<file path="src/rtl/decoder_scan_pkg.sv">
`default_nettype none
// ============================================================================
// Module   : decoder_scan_pkg
// Brief    : Shared sizes and FSM state type for the decoder scan controller.
// Revision : 1.0
// ============================================================================
package decoder_scan_pkg;

    localparam int N_LINES = 8;
    localparam int ADDR_W  = 3;

    typedef enum logic [1:0] {
        IDLE = 2'd0,
        ON   = 2'd1,
        GAP  = 2'd2
    } scan_state_t;

endpackage
`default_nettype wire

</file>
<file path="src/rtl/decoder_scan_ctrl_mask_next_idx.sv">
`default_nettype none
// ============================================================================
// Module   : mask_next_idx
// Brief    : Finds the lowest set mask bit overall and the lowest above cur.
// Revision : 1.0
// ============================================================================
module mask_next_idx
    import decoder_scan_pkg::*;
(
    input  logic [N_LINES-1:0] mask,
    input  logic [ADDR_W-1:0]  cur,
    output logic               found_above,
    output logic [ADDR_W-1:0]  idx_above,
    output logic               any,
    output logic [ADDR_W-1:0]  idx_low
);

    // Descending walk so the last hit written is the lowest qualifying index.
    always_comb begin
        found_above = 1'b0;
        idx_above   = '0;
        any         = 1'b0;
        idx_low     = '0;
        for (int i = N_LINES - 1; i >= 0; i--) begin
            if (mask[i]) begin
                any     = 1'b1;
                idx_low = ADDR_W'(i);
                if (i > int'(cur)) begin
                    found_above = 1'b1;
                    idx_above   = ADDR_W'(i);
                end
            end
        end
    end

endmodule
`default_nettype wire

</file>
<file path="src/rtl/decoder_scan_ctrl.sv">
`default_nettype none
// ============================================================================
// Module   : decoder_scan_ctrl
// Brief    : Walks decoder_3_8 lines in ascending order with dwell and gap.
// Revision : 1.0
// ============================================================================
module decoder_scan_ctrl
    import decoder_scan_pkg::*;
#(
    parameter int unsigned DWELL = 4
) (
    input  logic               clk,
    input  logic               rst,
    input  logic               start,
    input  logic               stop,
    input  logic               cont,
    input  logic [N_LINES-1:0] mask,
    output logic [ADDR_W-1:0]  a,
    output logic               en,
    output logic               busy,
    output logic               done
);

    localparam logic [7:0] c_DWELL_LOAD = 8'(DWELL - 1);

    scan_state_t        r_state;
    scan_state_t        w_state_nxt;
    logic [7:0]         r_cnt;
    logic [7:0]         w_cnt_nxt;
    logic [N_LINES-1:0] r_mask_q;
    logic [N_LINES-1:0] w_mask_nxt;
    logic               r_cont_q;
    logic               w_cont_nxt;
    logic [ADDR_W-1:0]  w_a_nxt;
    logic               w_en_nxt;
    logic               w_busy_nxt;
    logic               w_done_nxt;

    logic               w_q_found;
    logic [ADDR_W-1:0]  w_q_above;
    logic               w_q_any_unused;
    logic [ADDR_W-1:0]  w_q_low_unused;
    logic               w_in_found_unused;
    logic [ADDR_W-1:0]  w_in_above_unused;
    logic               w_in_any;
    logic [ADDR_W-1:0]  w_in_low;

    // Next line inside the latched sweep mask.
    mask_next_idx u_next_q (
        .mask        (r_mask_q),
        .cur         (a),
        .found_above (w_q_found),
        .idx_above   (w_q_above),
        .any         (w_q_any_unused),
        .idx_low     (w_q_low_unused)
    );

    // First line of the live mask, used at start and at every wrap.
    mask_next_idx u_next_in (
        .mask        (mask),
        .cur         ('0),
        .found_above (w_in_found_unused),
        .idx_above   (w_in_above_unused),
        .any         (w_in_any),
        .idx_low     (w_in_low)
    );

    always_ff @(posedge clk) begin
        if (rst) begin
            r_state  <= IDLE;
            r_cnt    <= '0;
            r_mask_q <= '0;
            r_cont_q <= 1'b0;
            a        <= '0;
            en       <= 1'b0;
            busy     <= 1'b0;
            done     <= 1'b0;
        end else begin
            r_state  <= w_state_nxt;
            r_cnt    <= w_cnt_nxt;
            r_mask_q <= w_mask_nxt;
            r_cont_q <= w_cont_nxt;
            a        <= w_a_nxt;
            en       <= w_en_nxt;
            busy     <= w_busy_nxt;
            done     <= w_done_nxt;
        end
    end

    always_comb begin
        w_state_nxt = r_state;
        w_cnt_nxt   = r_cnt;
        w_mask_nxt  = r_mask_q;
        w_cont_nxt  = r_cont_q;
        w_a_nxt     = a;
        w_en_nxt    = en;
        w_done_nxt  = 1'b0;

        if (stop) begin
            w_state_nxt = IDLE;
            w_cnt_nxt   = '0;
            w_a_nxt     = '0;
            w_en_nxt    = 1'b0;
        end else begin
            case (r_state)
                IDLE: begin
                    w_cnt_nxt = '0;
                    w_a_nxt   = '0;
                    w_en_nxt  = 1'b0;
                    if (start) begin
                        if (w_in_any) begin
                            w_mask_nxt  = mask;
                            w_cont_nxt  = cont;
                            w_state_nxt = ON;
                            w_a_nxt     = w_in_low;
                            w_en_nxt    = 1'b1;
                            w_cnt_nxt   = c_DWELL_LOAD;
                        end else begin
                            w_done_nxt = 1'b1;
                        end
                    end
                end
                ON: begin
                    if (r_cnt != 8'd0) begin
                        w_cnt_nxt = r_cnt - 8'd1;
                    end else if (w_q_found) begin
                        w_state_nxt = GAP;
                        w_a_nxt     = w_q_above;
                        w_en_nxt    = 1'b0;
                    end else if (r_cont_q && w_in_any) begin
                        w_mask_nxt  = mask;
                        w_state_nxt = GAP;
                        w_a_nxt     = w_in_low;
                        w_en_nxt    = 1'b0;
                    end else begin
                        // Sweep finished, or a wrap resampled an empty mask.
                        if (r_cont_q) begin
                            w_mask_nxt = mask;
                        end
                        w_state_nxt = IDLE;
                        w_a_nxt     = '0;
                        w_en_nxt    = 1'b0;
                        w_done_nxt  = 1'b1;
                    end
                end
                GAP: begin
                    w_state_nxt = ON;
                    w_en_nxt    = 1'b1;
                    w_cnt_nxt   = c_DWELL_LOAD;
                end
                default: begin
                    w_state_nxt = IDLE;
                    w_cnt_nxt   = '0;
                    w_a_nxt     = '0;
                    w_en_nxt    = 1'b0;
                end
            endcase
        end

        w_busy_nxt = (w_state_nxt != IDLE);
    end

endmodule
`default_nettype wire

</file>
<file path="config.mk">
export PLATFORM = sky130hd
export DESIGN_NAME = decoder_scan_ctrl
export DESIGN_NICKNAME = d
export VERILOG_FILES = /design/src/rtl/decoder_scan_pkg.sv /design/src/rtl/decoder_scan_ctrl_mask_next_idx.sv /design/src/rtl/decoder_scan_ctrl.sv
export SDC_FILE = /design/constraint.sdc
export NUM_CORES = 1
export LEC_CHECK = 0
export ABC_AREA = 1
export CAP_MARGIN = 10
export CORE_MARGIN = 1
export CORE_UTILIZATION = 55
export CTS_BUF_LIST = sky130_fd_sc_hd__clkbuf_8
export CTS_CLUSTER_DIAMETER = 30
export DETAILED_ROUTE_END_ITERATION = 8
export PLACE_DENSITY = 0.85
export SKIP_LAST_GASP = 1
export SLEW_MARGIN = 30
export SYNTH_ARGS = -nofsm -noshare
export SYNTH_HDL_FRONTEND = slang
export SYNTH_SLANG_ARGS = --single-unit
</file>
<file path="constraint.sdc">
create_clock -name clk -period 2 [get_ports clk]
set_input_delay 0.3 -clock clk [delete_from_list [all_inputs] [get_ports clk]]
set_output_delay 0.3 -clock clk [all_outputs]
set_load 0.01 [all_outputs]
</file>
# == Yosys cells after proc, flatten, opt, wreduce, memory -nomap -nowiden ==
# Cells that the tools add are included.
# classes
n_addsub,1
order_cmp,7
eq_ne,8
n_mux,78
n_bitwise,2
n_reduce_logical,9
# op_table
operator,count
$mux W3,27
$mux W8,7
$mux W1,30
$pmux W8 S3,1
$mux W2,8
$pmux W8 S2,1
$gt A3 B3 Y1 const A,4
$ne A2 B2 Y1 const B,5
$pmux W3 S3,1
$reduce_bool A8 Y1,1
$sub A8 B1 Y8 const B,1
$reduce_and A7 Y1,1
$gt A2 B3 Y1 const A,2
$pmux W2 S3,1
$reduce_and A4 Y1,1
$reduce_bool A2 Y1,2
$gt A1 B3 Y1 const A,1
$ne A3 B3 Y1 const B,1
$pmux W1 S3,1
$eq A2 B1 Y1 const B,1
$eq A2 B2 Y1 const B,1
$logic_not A2 Y1,1
$not A1 Y1,2
$pmux W1 S2,1
3 further kinds,3
# totals
regBits,25
wordCells,113

# == Longest topological paths before layout ==
# depth
word_depth,20
ltp_mapped,13
depth_no_buf,13

# == Modules after synthesis ==
# Synthesis repeated with hierarchy kept, for this count alone.
# unflattened
cells_unflattened,285
area_unflattened_um2,1739.2
# by_module_without_submodules
module,instances,cells_each,area_per_inst_um2,seq_area_each_um2
decoder_scan_ctrl,1,189,1318.8,500.5
mask_next_idx,2,48,210.2,0.0

# == Worst setup path before layout ==
# No wires, ideal clock.
# synth_timing
path_type,register to register
startpoint,reg a[2]
endpoint,reg r_mask_q[1]
setup_time_ns,0.070
arrival_ns,1.387
required_ns,1.930
path_slack_ns,0.543
stages_incl_launch_ff,12
path_cell_list,dfxtp_1 > nor2_1 > nand2_1 > nand2_1 > nor2_2 > nand2_2 > o21ai_2 > nand2_1 > inv_2 > buf_6 > o21ai_1 > a21oi_1
# synth_between
elab_chain_cells,17
word_cells_on_any_way,23
classes_between,7 x order compare; 1 x eq/ne; 14 x mux; 1 x reduce/logical
# synth_rtl
item,line_no,text
"start, declared",decoder_scan_ctrl.sv:18,"output logic [ADDR_W-1:0] a,"
"start signal, assigned",decoder_scan_ctrl.sv:83,a <= w_a_nxt;
$gt A3 B3 Y1,decoder_scan_ctrl_mask_next_idx.sv:28,if (i > int'(cur)) begin
$mux W1,decoder_scan_ctrl_mask_next_idx.sv:28,
$mux W1,decoder_scan_ctrl_mask_next_idx.sv:25,if (mask[i]) begin
$mux W1,decoder_scan_ctrl_mask_next_idx.sv:28,
$mux W1,decoder_scan_ctrl_mask_next_idx.sv:25,
$mux W1,decoder_scan_ctrl_mask_next_idx.sv:28,
$mux W1,decoder_scan_ctrl_mask_next_idx.sv:25,
$mux W1,decoder_scan_ctrl_mask_next_idx.sv:28,
$mux W1,decoder_scan_ctrl_mask_next_idx.sv:25,
$mux W1,decoder_scan_ctrl_mask_next_idx.sv:28,
$mux W1,decoder_scan_ctrl_mask_next_idx.sv:25,
$mux W1,decoder_scan_ctrl_mask_next_idx.sv:28,
$mux W1,decoder_scan_ctrl_mask_next_idx.sv:25,
$mux W1,decoder_scan_ctrl_mask_next_idx.sv:28,
$mux W1 *,decoder_scan_ctrl_mask_next_idx.sv:25,
$ne A2 B2 Y1 (no source line) *,-,
$reduce_and A7 Y1 (no source line) *,-,
"end signal, assigned",decoder_scan_ctrl.sv:81,r_mask_q <= w_mask_nxt;
"end, declared",decoder_scan_ctrl.sv:30,logic [N_LINES-1:0] r_mask_q;
# Every way passes the cells marked *; elsewhere a longest branch is shown, timed or not.
# A chain may end at the register's enable or synchronous reset.

# == Worst setup path in the final report ==
# layout_timing
startpoint,in mask[7]
endpoint,reg r_mask_q[5]
# layout_between
elab_chain_cells,13
word_cells_on_any_way,16
classes_between,2 x eq/ne; 12 x mux; 2 x reduce/logical
# layout_rtl
item,line_no,text
"start, declared",decoder_scan_ctrl.sv:17,"input logic [N_LINES-1:0] mask,"
$mux W1 * (8 in series),decoder_scan_ctrl_mask_next_idx.sv:25,
$logic_and A1 B1 Y1,decoder_scan_ctrl.sv:130,end else if (r_cont_q && w_in_any) begin
$mux W8,decoder_scan_ctrl.sv:130,
$mux W8,decoder_scan_ctrl.sv:126,end else if (w_q_found) begin
$mux W8,decoder_scan_ctrl.sv:124,if (r_cnt != 8'd0) begin
$pmux W8 S2,decoder_scan_ctrl.sv:105,case (r_state)
# Every way passes the cells marked *; elsewhere a longest branch is shown, timed or not. The select of a mux whose other input is x is not followed.

==> results.cfg <==
[setup_path]
endpoint_kind = flip-flop
startpoint_type = primary input
crit_fanout = 13
critical_path_arrival_ns = 1.97
worstReg2RegStart = a[2]$_SDFFE_PP0P_
setup.worst_path.class = in -> reg
cp-endpoint = r_mask_q[5]$_SDFFE_PP0P_
cp.required_ns = 2.16
startpoint = mask[7]
ff2ff_setup_slack_ns = 0.34
ff2ff_path_depth = 10
worstReg2RegEnd = r_mask_q[5]$_SDFFE_PP0P_

[die]
core_sq_um = 2230
rows = 17
die-area_sq_um = 2570
io_pins = 19
die_y_microns = 50.7
floorplan.initialDensity_pct = 58.5
die_w_microns = 50.7

[timing]
maxSlewViolCount = 0
setup_viol = 0
fin_skew_ns = 0.00325
period_needed_ns = 1.82
worstMarginPinSlew_ns = 0.485
rsz0062_at_grt = no
fin_setup_tns_ns = 0
max-slew-margin-rel_pct = 67.3
hold_violations = 0
fin_crit_sh_pct = 90.9
max_freq_ghz = 0.550

[min_path]
min-delay-start = r_cnt[4]$_SDFFE_PP0P_
min_path_type = reg -> reg

[cells_and_area]
drive_above_1_share_pct = 5.78
num-fill-cells = 208
layout.area.seq_sq_um = 480
antenna_cells = 0
synthToLayoutAreaGrowth_pct = 19.9
fin_util_pct = 70.1
final_nets = 242
multi_input_area_sq_um = 698

[cts]
clock-sinks = 24
clockBufferDepth = 2
cts_resized = 0
cts_tree = built
numCtsBuffers = 3
hold_buffers = 0
clkTransAtPathRegs_ns = 0.08
clock_latency_ns = 0.26
htree_levels = 1
postCtsSetupRepairBufs = 0
cts_root_buf = clkbuf_8

[detailed_routing]
first_pass_iters = 7
routed_wl_microns = 3060
first_iter_violations = 46
route.vias.total = 1352
via_per_inst = 5.34
routedWlPerCell_microns = 12.1
drc = 0
ant_nets = 0

[synth]
synth_most_common_cell = nand2_1
synth_warnings = 0
synth_compound_area_share_pct = 16.9
synth_area_sq_um = 1310
synth-async-reset-ratio_pct = 0
ys_top_cells_by_area = dfxtp_1 (37%), nand2_1 (13%), inv_1 (8.6%)
synthXorXnorAreaFrac_pct = 1.34
synth_cell_types = 22
yosysTopAreaCell = dfxtp_1
postSynthCellCount = 203
synth_commonest_cells = nand2_1 (46), inv_1 (30), nor2_1 (29)
synth_top_family_by_area = simple AND/OR/NAND/NOR gates
ys_seq_area_share_pct = 36.8
avgSynthCellArea_sq_um = 6.43
ys_ff_latch = 24
ys.flop_type = dfxtp_1
yosys.area_share.simple_pct = 33.3
synth_top_cell_area_share_pct = 36.8
synth-adder-area-share_pct = 1.92
synth_fp_nets = 218
synth_edf_count = 0
muxShareOfSynthArea_pct = 0

[run]
maxCapViolCount = 0

[placement]
hpwl_microns = 2420
numPortBuffers = 18
gp_congestion = 0.869

[power]
p_per_area_nw_per_um2 = 657
p_leak_uw = 0.000702
ir_drop_v = 0.000502

[global_routing]
overflow = 0
grt_pass1_wl_microns = 5110
grt_util_all_layers_pct = 26.5
grt_antenna_before_repair = 0
grt_pass1_vias = 1255
grt_max_degree = 14

[run_status]
status = completed
-- worst min path at each step --
stage                                  to  slack (ns)  cells past startpoint
detailed placement  r_cnt[4]$_SDFFE_PP0P_        0.46                      1
CTS                 r_cnt[4]$_SDFFE_PP0P_        0.48                      1
finish              r_cnt[4]$_SDFFE_PP0P_        0.48                      1
floorplan           r_cnt[4]$_SDFFE_PP0P_        0.44                      1
global route        r_cnt[4]$_SDFFE_PP0P_        0.50                      1
global placement    r_cnt[4]$_SDFFE_PP0P_        0.46                      1
-- layout by cell type (no fill, tap or decap) --
cell / n
a211oi_1: 1
a21oi_1: 19
a31o_2: 1
and2_1: 1
buf_4: 2
clkbuf_8: 3
clkdlybuf4s50_1: 18
dfxtp_1: 24
ha_1: 2
inv_1: 30
inv_2: 1
nand2_1: 46
nand2_2: 1
nand3_1: 16
nand3_2: 2
nand4_1: 3
nor2_1: 29
nor2_2: 1
nor2_4: 1
nor3_1: 1
o21ai_0: 17
o21ai_1: 3
o21ai_2: 1
xor2_1: 2
-- logic make-up after synthesis --
family,count (synthesis)
AOI/OAI and AO/OA,42
xor gates and xnor gates,2
adders and majority gates,2
buffers and inverters,32
DFF,24
and+or+nand+nor,101
-- final cells by class --
type	count	area share [%]
flip-flops and latches	24	30.7
well taps	28	2.24
repair buffers	20	12.5
clock buffers	3	2.64
multi-input cells	147	44.6
inverters	31	7.43
-- routing by layer --
metal  routed length (microns)  share of wire [%]  GRT usage, %  vias to the layer above
met4                        44                1.4          6.94                        0
met5                         0                  0             0                        -
li1                          -                  -             -                      696
met2                      1600                 52          52.9                       49
met3                       136                4.5          4.55                        8
met1                      1270                 42          27.7                      599
-- where the power goes --
group | internal (uW) | switching, uW
clock network | 135 | 147
logic | 94.5 | 139
registers | 499 | 15.3
-- critical path, stage by stage --
cell,delay (ns)
clkdlybuf4s50_1,0.47
nor2_1,0.16
nand2_1,0.10
nor2_1,0.21
inv_1,0.06
a21oi_1,0.16
nor2_1,0.07
nand2_1,0.09
inv_2,0.09
o21ai_0,0.19
a21oi_1,0.07
-- registers in the layout, indices dropped and copies added, names as in the netlist --
register	cells
r_cnt	8
r_state	2
busy	1
done	1
r_cont_q	1
en	1
r_mask_q	7
a	3
-- stage by stage --
stage               instances  hold WS, ns  setup slack [ns]  area [sq um]  power, uW
finish                    253        0.483             0.182          1570       1030
global route              253        0.505            0.0990          1570       1080
CTS                       253        0.478             0.245          1570       1030
detailed placement        250        0.463            0.0252          1530        754
global placement          250        0.457             0.133          1530        744
floorplan                 203        0.439             0.543          1310        681
No activity file was read; power rests on OpenSTA's default activity.
